===== src/rtl/mcu_pkg.sv =====
// Shared definitions for the 8-bit MCU: ALU select codes, opcodes, control FSM states.
// Used by the control unit and by the ALU.
package mcu_pkg;

    localparam logic [1:0] ALU_ADD = 2'b10;
    localparam logic [1:0] ALU_SUB = 2'b11;
    localparam logic [1:0] ALU_NOR = 2'b01;
    localparam logic [1:0] ALU_NUL = 2'b00;

    localparam logic [1:0] LS_SHL = 2'b01;
    localparam logic [1:0] LS_SHR = 2'b11;
    localparam logic [1:0] LS_LD  = 2'b10;
    localparam logic [1:0] LS_RST = 2'b00;

    localparam logic [3:0] OP_NOP  = 4'h0;
    localparam logic [3:0] OP_LDI  = 4'h1;
    localparam logic [3:0] OP_ADDI = 4'h2;
    localparam logic [3:0] OP_SUBI = 4'h3;
    localparam logic [3:0] OP_NORI = 4'h4;
    localparam logic [3:0] OP_SHL  = 4'h5;
    localparam logic [3:0] OP_SHR  = 4'h6;
    localparam logic [3:0] OP_CLR  = 4'h7;
    localparam logic [3:0] OP_JMP  = 4'h8;
    localparam logic [3:0] OP_JZ   = 4'h9;
    localparam logic [3:0] OP_JC   = 4'hA;
    localparam logic [3:0] OP_OUT  = 4'hB;
    localparam logic [3:0] OP_HLT  = 4'hF;

    typedef enum logic [1:0] {
        FETCH   = 2'd0,
        OPERAND = 2'd1,
        EXEC    = 2'd2,
        HALT    = 2'd3
    } state_t;

    function automatic logic is_two_byte(input logic [3:0] opcode);
        logic w_two;
        case (opcode)
            OP_LDI, OP_ADDI, OP_SUBI, OP_NORI,
            OP_JMP, OP_JZ, OP_JC: w_two = 1'b1;
            default:              w_two = 1'b0;
        endcase
        return w_two;
    endfunction

endpackage


===== src/rtl/mcu_control_unit.sv =====
// Multi-cycle fetch/operand/execute controller driving the external ALU and
// owning pc, ir/opr, accumulator, flags and the output port register.
module mcu_control_unit
    import mcu_pkg::*;
#(
    parameter logic [7:0] RESET_PC = 8'h00
) (
    input  logic       clk,
    input  logic       rst_n,
    input  logic [7:0] instr,
    output logic [7:0] pc,
    output logic [7:0] alu_a,
    output logic [7:0] alu_b,
    output logic [1:0] alu_sel,
    output logic [1:0] load_shift,
    input  logic [7:0] alu_result,
    input  logic       alu_cout,
    input  logic       alu_zout,
    output logic [7:0] acc,
    output logic       c_flag,
    output logic       z_flag,
    output logic [7:0] out_port,
    output logic       out_valid,
    output logic       halted
);

    state_t     r_state;
    logic [7:0] r_pc;
    logic [7:0] r_ir;
    logic [7:0] r_opr;
    logic [7:0] r_acc;
    logic       r_c;
    logic       r_z;
    logic [7:0] r_out;
    logic       r_out_valid;
    logic       r_halted;

    state_t     w_state_nxt;
    logic [7:0] w_pc_nxt;
    logic [7:0] w_ir_nxt;
    logic [7:0] w_opr_nxt;
    logic [7:0] w_acc_nxt;
    logic       w_c_nxt;
    logic       w_z_nxt;
    logic [7:0] w_out_nxt;
    logic       w_out_valid_nxt;
    logic       w_halted_nxt;
    logic [7:0] w_alu_a;
    logic [7:0] w_alu_b;
    logic [1:0] w_alu_sel;
    logic [1:0] w_ls;
    logic       w_alu_op;
    logic [3:0] w_op;
    logic       w_unused_ir;

    assign w_op        = r_ir[7:4];
    assign w_unused_ir = ^r_ir[3:0];

    always_ff @(posedge clk or negedge rst_n) begin
        if (!rst_n) begin
            r_state <= FETCH;
        end else begin
            r_state <= w_state_nxt;
        end
    end

    always_comb begin
        w_state_nxt     = r_state;
        w_pc_nxt        = r_pc;
        w_ir_nxt        = r_ir;
        w_opr_nxt       = r_opr;
        w_acc_nxt       = r_acc;
        w_c_nxt         = r_c;
        w_z_nxt         = r_z;
        w_out_nxt       = r_out;
        w_out_valid_nxt = 1'b0;
        w_halted_nxt    = r_halted;
        w_alu_a         = r_acc;
        w_alu_b         = '0;
        w_alu_sel       = ALU_NUL;
        w_ls            = LS_RST;
        w_alu_op        = 1'b0;

        case (r_state)
            FETCH: begin
                w_ir_nxt    = instr;
                w_pc_nxt    = r_pc + 8'd1;
                w_state_nxt = is_two_byte(instr[7:4]) ? OPERAND : EXEC;
            end
            OPERAND: begin
                w_opr_nxt   = instr;
                w_pc_nxt    = r_pc + 8'd1;
                w_state_nxt = EXEC;
            end
            EXEC: begin
                w_state_nxt = FETCH;
                case (w_op)
                    OP_LDI: begin
                        w_alu_op = 1'b1;
                        w_alu_a  = r_opr;
                        w_alu_b  = r_opr;
                        w_ls     = LS_LD;
                    end
                    OP_ADDI: begin
                        w_alu_op  = 1'b1;
                        w_alu_b   = r_opr;
                        w_alu_sel = ALU_ADD;
                    end
                    OP_SUBI: begin
                        w_alu_op  = 1'b1;
                        w_alu_b   = r_opr;
                        w_alu_sel = ALU_SUB;
                    end
                    OP_NORI: begin
                        w_alu_op  = 1'b1;
                        w_alu_b   = r_opr;
                        w_alu_sel = ALU_NOR;
                    end
                    OP_SHL: begin
                        w_alu_op = 1'b1;
                        w_alu_b  = r_opr;
                        w_ls     = LS_SHL;
                    end
                    OP_SHR: begin
                        w_alu_op = 1'b1;
                        w_alu_b  = r_opr;
                        w_ls     = LS_SHR;
                    end
                    OP_CLR: begin
                        w_alu_op = 1'b1;
                        w_alu_b  = r_opr;
                    end
                    OP_JMP: w_pc_nxt = r_opr;
                    // Conditional jumps test the flags as they stood before this EXEC
                    OP_JZ:  if (r_z) w_pc_nxt = r_opr;
                    OP_JC:  if (r_c) w_pc_nxt = r_opr;
                    OP_OUT: begin
                        w_out_nxt       = r_acc;
                        w_out_valid_nxt = 1'b1;
                    end
                    OP_HLT: begin
                        w_state_nxt  = HALT;
                        w_halted_nxt = 1'b1;
                    end
                    default: ;
                endcase
                if (w_alu_op) begin
                    w_acc_nxt = alu_result;
                    w_c_nxt   = alu_cout;
                    w_z_nxt   = alu_zout;
                end
            end
            HALT: w_state_nxt = HALT;
        endcase
    end

    always_ff @(posedge clk or negedge rst_n) begin
        if (!rst_n) begin
            r_pc        <= RESET_PC;
            r_ir        <= '0;
            r_opr       <= '0;
            r_acc       <= '0;
            r_c         <= 1'b0;
            r_z         <= 1'b0;
            r_out       <= '0;
            r_out_valid <= 1'b0;
            r_halted    <= 1'b0;
        end else begin
            r_pc        <= w_pc_nxt;
            r_ir        <= w_ir_nxt;
            r_opr       <= w_opr_nxt;
            r_acc       <= w_acc_nxt;
            r_c         <= w_c_nxt;
            r_z         <= w_z_nxt;
            r_out       <= w_out_nxt;
            r_out_valid <= w_out_valid_nxt;
            r_halted    <= w_halted_nxt;
        end
    end

    assign pc         = r_pc;
    assign alu_a      = w_alu_a;
    assign alu_b      = w_alu_b;
    assign alu_sel    = w_alu_sel;
    assign load_shift = w_ls;
    assign acc        = r_acc;
    assign c_flag     = r_c;
    assign z_flag     = r_z;
    assign out_port   = r_out;
    assign out_valid  = r_out_valid;
    assign halted     = r_halted;

endmodule


===== config.mk =====
export PLATFORM = sky130hd
export DESIGN_NAME = mcu_control_unit
export DESIGN_NICKNAME = d
export VERILOG_FILES = /design/src/rtl/mcu_pkg.sv /design/src/rtl/mcu_control_unit.sv
export SDC_FILE = /design/constraint.sdc
export NUM_CORES = 1
export LEC_CHECK = 0
export CAP_MARGIN = 20
export CORE_ASPECT_RATIO = 0.6
export CORE_MARGIN = 5
export CORE_UTILIZATION = 45
export CTS_CLUSTER_DIAMETER = 80
export DETAILED_ROUTE_END_ITERATION = 10
export PLACE_DENSITY = 0.89
export SKIP_CTS_REPAIR_TIMING = 1
export SYNTH_ARGS = -nofsm -noshare
export SYNTH_HDL_FRONTEND = slang
export SYNTH_SLANG_ARGS = --single-unit

===== constraint.sdc =====
create_clock -name clk -period 2.01 [get_ports clk]
set_clock_uncertainty 0.05 [all_clocks]
set_input_delay 0.3015 -clock clk [delete_from_list [all_inputs] [get_ports clk]]
set_output_delay 0.3015 -clock clk [all_outputs]
set_load 0.05 [all_outputs]

==> results by group <==
Outcome
  • Status: finished, violations left
  • Failing checks: negative setup slack

Worst setup path
  • CP Class: reg -> out
  • Setup slack, reg-to-reg: roughly 200 ps
  • RR Endpoint: pc[0]
  • CP max FO: 14
  • R2R cell count: 6
  • WP buf/inv: 2
  • Most common cell on crit path: buf_12
  • Delay-heaviest family, CP: simple AND/OR/NAND/NOR gates
  • Crit-path slowest cell: dfrtp_1
  • CP Cell Sequence: nand2b_4, nor2_4, o31a_1, buf_12, and2_1, buf_12
  • Type of origin of the critical path: register
  • Slowest stage delay, CP: ~380 ps
  • Reg-to-reg startpoint: r_state[0]
  • Critical Path RT: between 1500 and 2000 ps
  • Crit path DAT: approximately 1700 ps
  • Setup crit end kind: primary output

Layout
  • Syn-to-layout area delta: 53.8%
  • Fillers: about 330
  • Non-filler cells, final: 323
  • Share of cells above drive strength 1: between 30% and 40%
  • Layout Nets: 280
  • Commonest cells after routing, fill and taps aside: clkdlybuf4s50_1 (43), dfrtp_1 (39), mux2_2 (27), buf_12 (21), buf_4 (16)
  • Antenna Cells: 0
  • Most common cell after layout, fill and taps aside: clkdlybuf4s50_1

Placement
  • Detailed Place HPWL: 4.34 mm
  • # port buffers: between 60 and 70
  • Dpl cells: just over 300
  • GP Congestion: 0.869

Global route
  • Initial antenna violation count: 0
  • First-pass GRT wire length: slightly below 10 mm
  • Number of global-route vias before repair: 1862
  • M3 GR Usage: 9.81%
  • M2 GR Usage: between 30% and 40%
  • Largest net degree at the start of global routing: 43
  • Gr ovfl total: 0
  • GRT busiest layer: met2
  • Met1 Use GR: about 25%
  • GRT Total Usage: between 10% and 20%

Routing
  • DR vias/cell: about 5.5
  • # DRC: 0
  • WL final: 5.95 mm
  • Total number of vias: roughly 1800
  • Pre-antenna DRT Iters: 4
  • Remaining antenna violation count: 0
  • WL per Instance: approximately 18 um
  • Iteration-0 DRC Markers: 61

Run
  • Max_cap viols: 0

STA
  • Unrepaired setup endpoints after global routing: yes
  • Slew HR: approximately three fifths
  • Hold_ws: roughly 5.1 ps
  • Slew @ Worst Pin: 575 ps
  • Fin crit period: approximately 2000 ps
  • Slew Limit Fails: 0
  • Final setup viols: 12
  • Final Cycle Share: 101%
  • Fin worst setup slack: -26.0 ps
  • Final hold violations: 0
  • Fmax: 491 MHz

Yosys
  • Mean post-synth cell area: around 12 um2
  • Synthesized Nets: around 200
  • Synth Register Bits: 42
  • Post-synth ARST share: 100%
  • Main synth FF type: dfrtp_1
  • Post-synthesis cell count: 180
  • Post-Syn Area: 0.00212 mm2
  • Count of cell types in the netlist: 37
  • Sequential share of the synthesized area: around 50%
  • Synth warn: 0
  • Post-synth EDFFs: 0

Floorplan
  • Core Region: about 0.0046 mm2
  • Die height: roughly 63 um
  • Std cell rows: 19
  • Die X: 98.6 um
  • # IOs: between 60 and 70
  • Die area: slightly above 0.006 mm2
  • Initial Util: between 40 and 50%

Clocking
  • Sinks on Clock Net: between 40 and 50
  • H-tree Lvls: 2
  • CTS tree: built
  • Root Buffer: clkbuf_8
  • CTS Buffer Depth: 2
  • Total CTS buffers: 5
  • Clock insertion delay at the later pin of the skew report: about 300 ps
  • Clk slew on worst S/H paths: approximately 80 ps

Min path
  • Hold crit path type: in -> async
state kept, by name, indices dropped and copies added (netlist names):
name,flops
r_ir,4
z_flag,1
r_opr,8
out_valid,1
acc,8
halted,1
pc,8
r_state,2
out_port,8
c_flag,1
synthesized netlist by cell type (2+ instances only):
cell | instances | area, um2
a31oi_1 | 2 | 12.5
and2_1 | 9 | 56.3
mux2_2 | 28 | 315
nand2b_1 | 2 | 12.5
nor3_1 | 6 | 30.0
buf_4 | 4 | 30.0
mux2_4 | 3 | 45.0
nor2_1 | 7 | 26.3
mux2_1 | 8 | 90.1
nand2_1 | 10 | 37.5
inv_1 | 2 | 7.51
nor2b_1 | 3 | 18.8
o21ai_0 | 7 | 35.0
dfrtp_1 | 42 | 1050
nand3_1 | 7 | 35.0
buf_6 | 2 | 22.5
o22ai_1 | 3 | 18.8
a2bb2oi_1 | 2 | 17.5
o211ai_1 | 2 | 15.0
nor2_2 | 2 | 12.5
buf_2 | 4 | 20.0
and3_1 | 4 | 25.0
a211oi_1 | 2 | 15.0
o2bb2a_1 | 4 | 40.0
a21oi_1 | 3 | 15.0
worst max path at each step:
stage                           from    endpoint  slack, ps  cells past startpoint
after floorplan           r_state[0]  alu_sel[0]       -320                      4
after global placement      instr[5]  r_state[0]        180                      5
after detailed placement    instr[5]  r_state[0]         60                      5
after CTS                    r_ir[5]    alu_a[0]       -200                      4
after global routing      r_state[0]    alu_b[3]       -110                      6
final                     r_state[0]    alu_b[3]        -30                      6
final cells by class:
class / count / area, um2 / share of cell area [%]
sequential: 42 / 1050 / 32.3
multi-input combinational: 126 / 1040 / 31.9
timing repair buffer: 82 / 988 / 30.3
tap: 63 / 78.8 / 2.42
clock buffer: 5 / 68.8 / 2.11
clock inverter: 3 / 21.3 / 0.652
inverter: 2 / 7.51 / 0.230
stage by stage:
stage,instance area (um2),worst slack [ps],utilization [%],TNS [ps]
2_1_floorplan,2130,-320,-,-836
3_3_place_gp,3070,179,67.3,0
3_5_place_dp,3070,63.6,67.3,0
4_1_cts,3160,-202,69.3,-2360
5_1_grt,3260,-114,71.4,-1380
6_report,3260,-26.0,71.4,-199
cells by family (layout without fill, tap and decap cells):
group / count (synthesis) / count (layout) / share of synthesized area [%]
compound gates: 28 / 28 / 9.50
xor+xnor: 1 / 1 / 0.413
fa+ha+maj: 1 / 1 / 0.590
buf+inv: 12 / 92 / 3.78
flops: 42 / 42 / 49.6
mux: 39 / 39 / 21.3
simple gates: 57 / 57 / 14.9
worst reg2reg max path: cells and delay by family, from the launching register on:
kind | cells | cell delay [ps]
buffers and inverters | 2 | 270
AOI/OAI and AO/OA | 2 | 250
DFF | 1 | 380
and+or+nand+nor | 2 | 780
per-layer routing:
metal | up-vias | part of all wire, %
li1 | 817 | -
met1 | 891 | 43
met2 | 63 | 47
met3 | 12 | 8.8
met4 | 0 | 1.8
met5 | - | 0
Power is left out: the tool's default activity adds up to more than one toggle a clock period on the data nets, which glitch-free logic cannot reach.
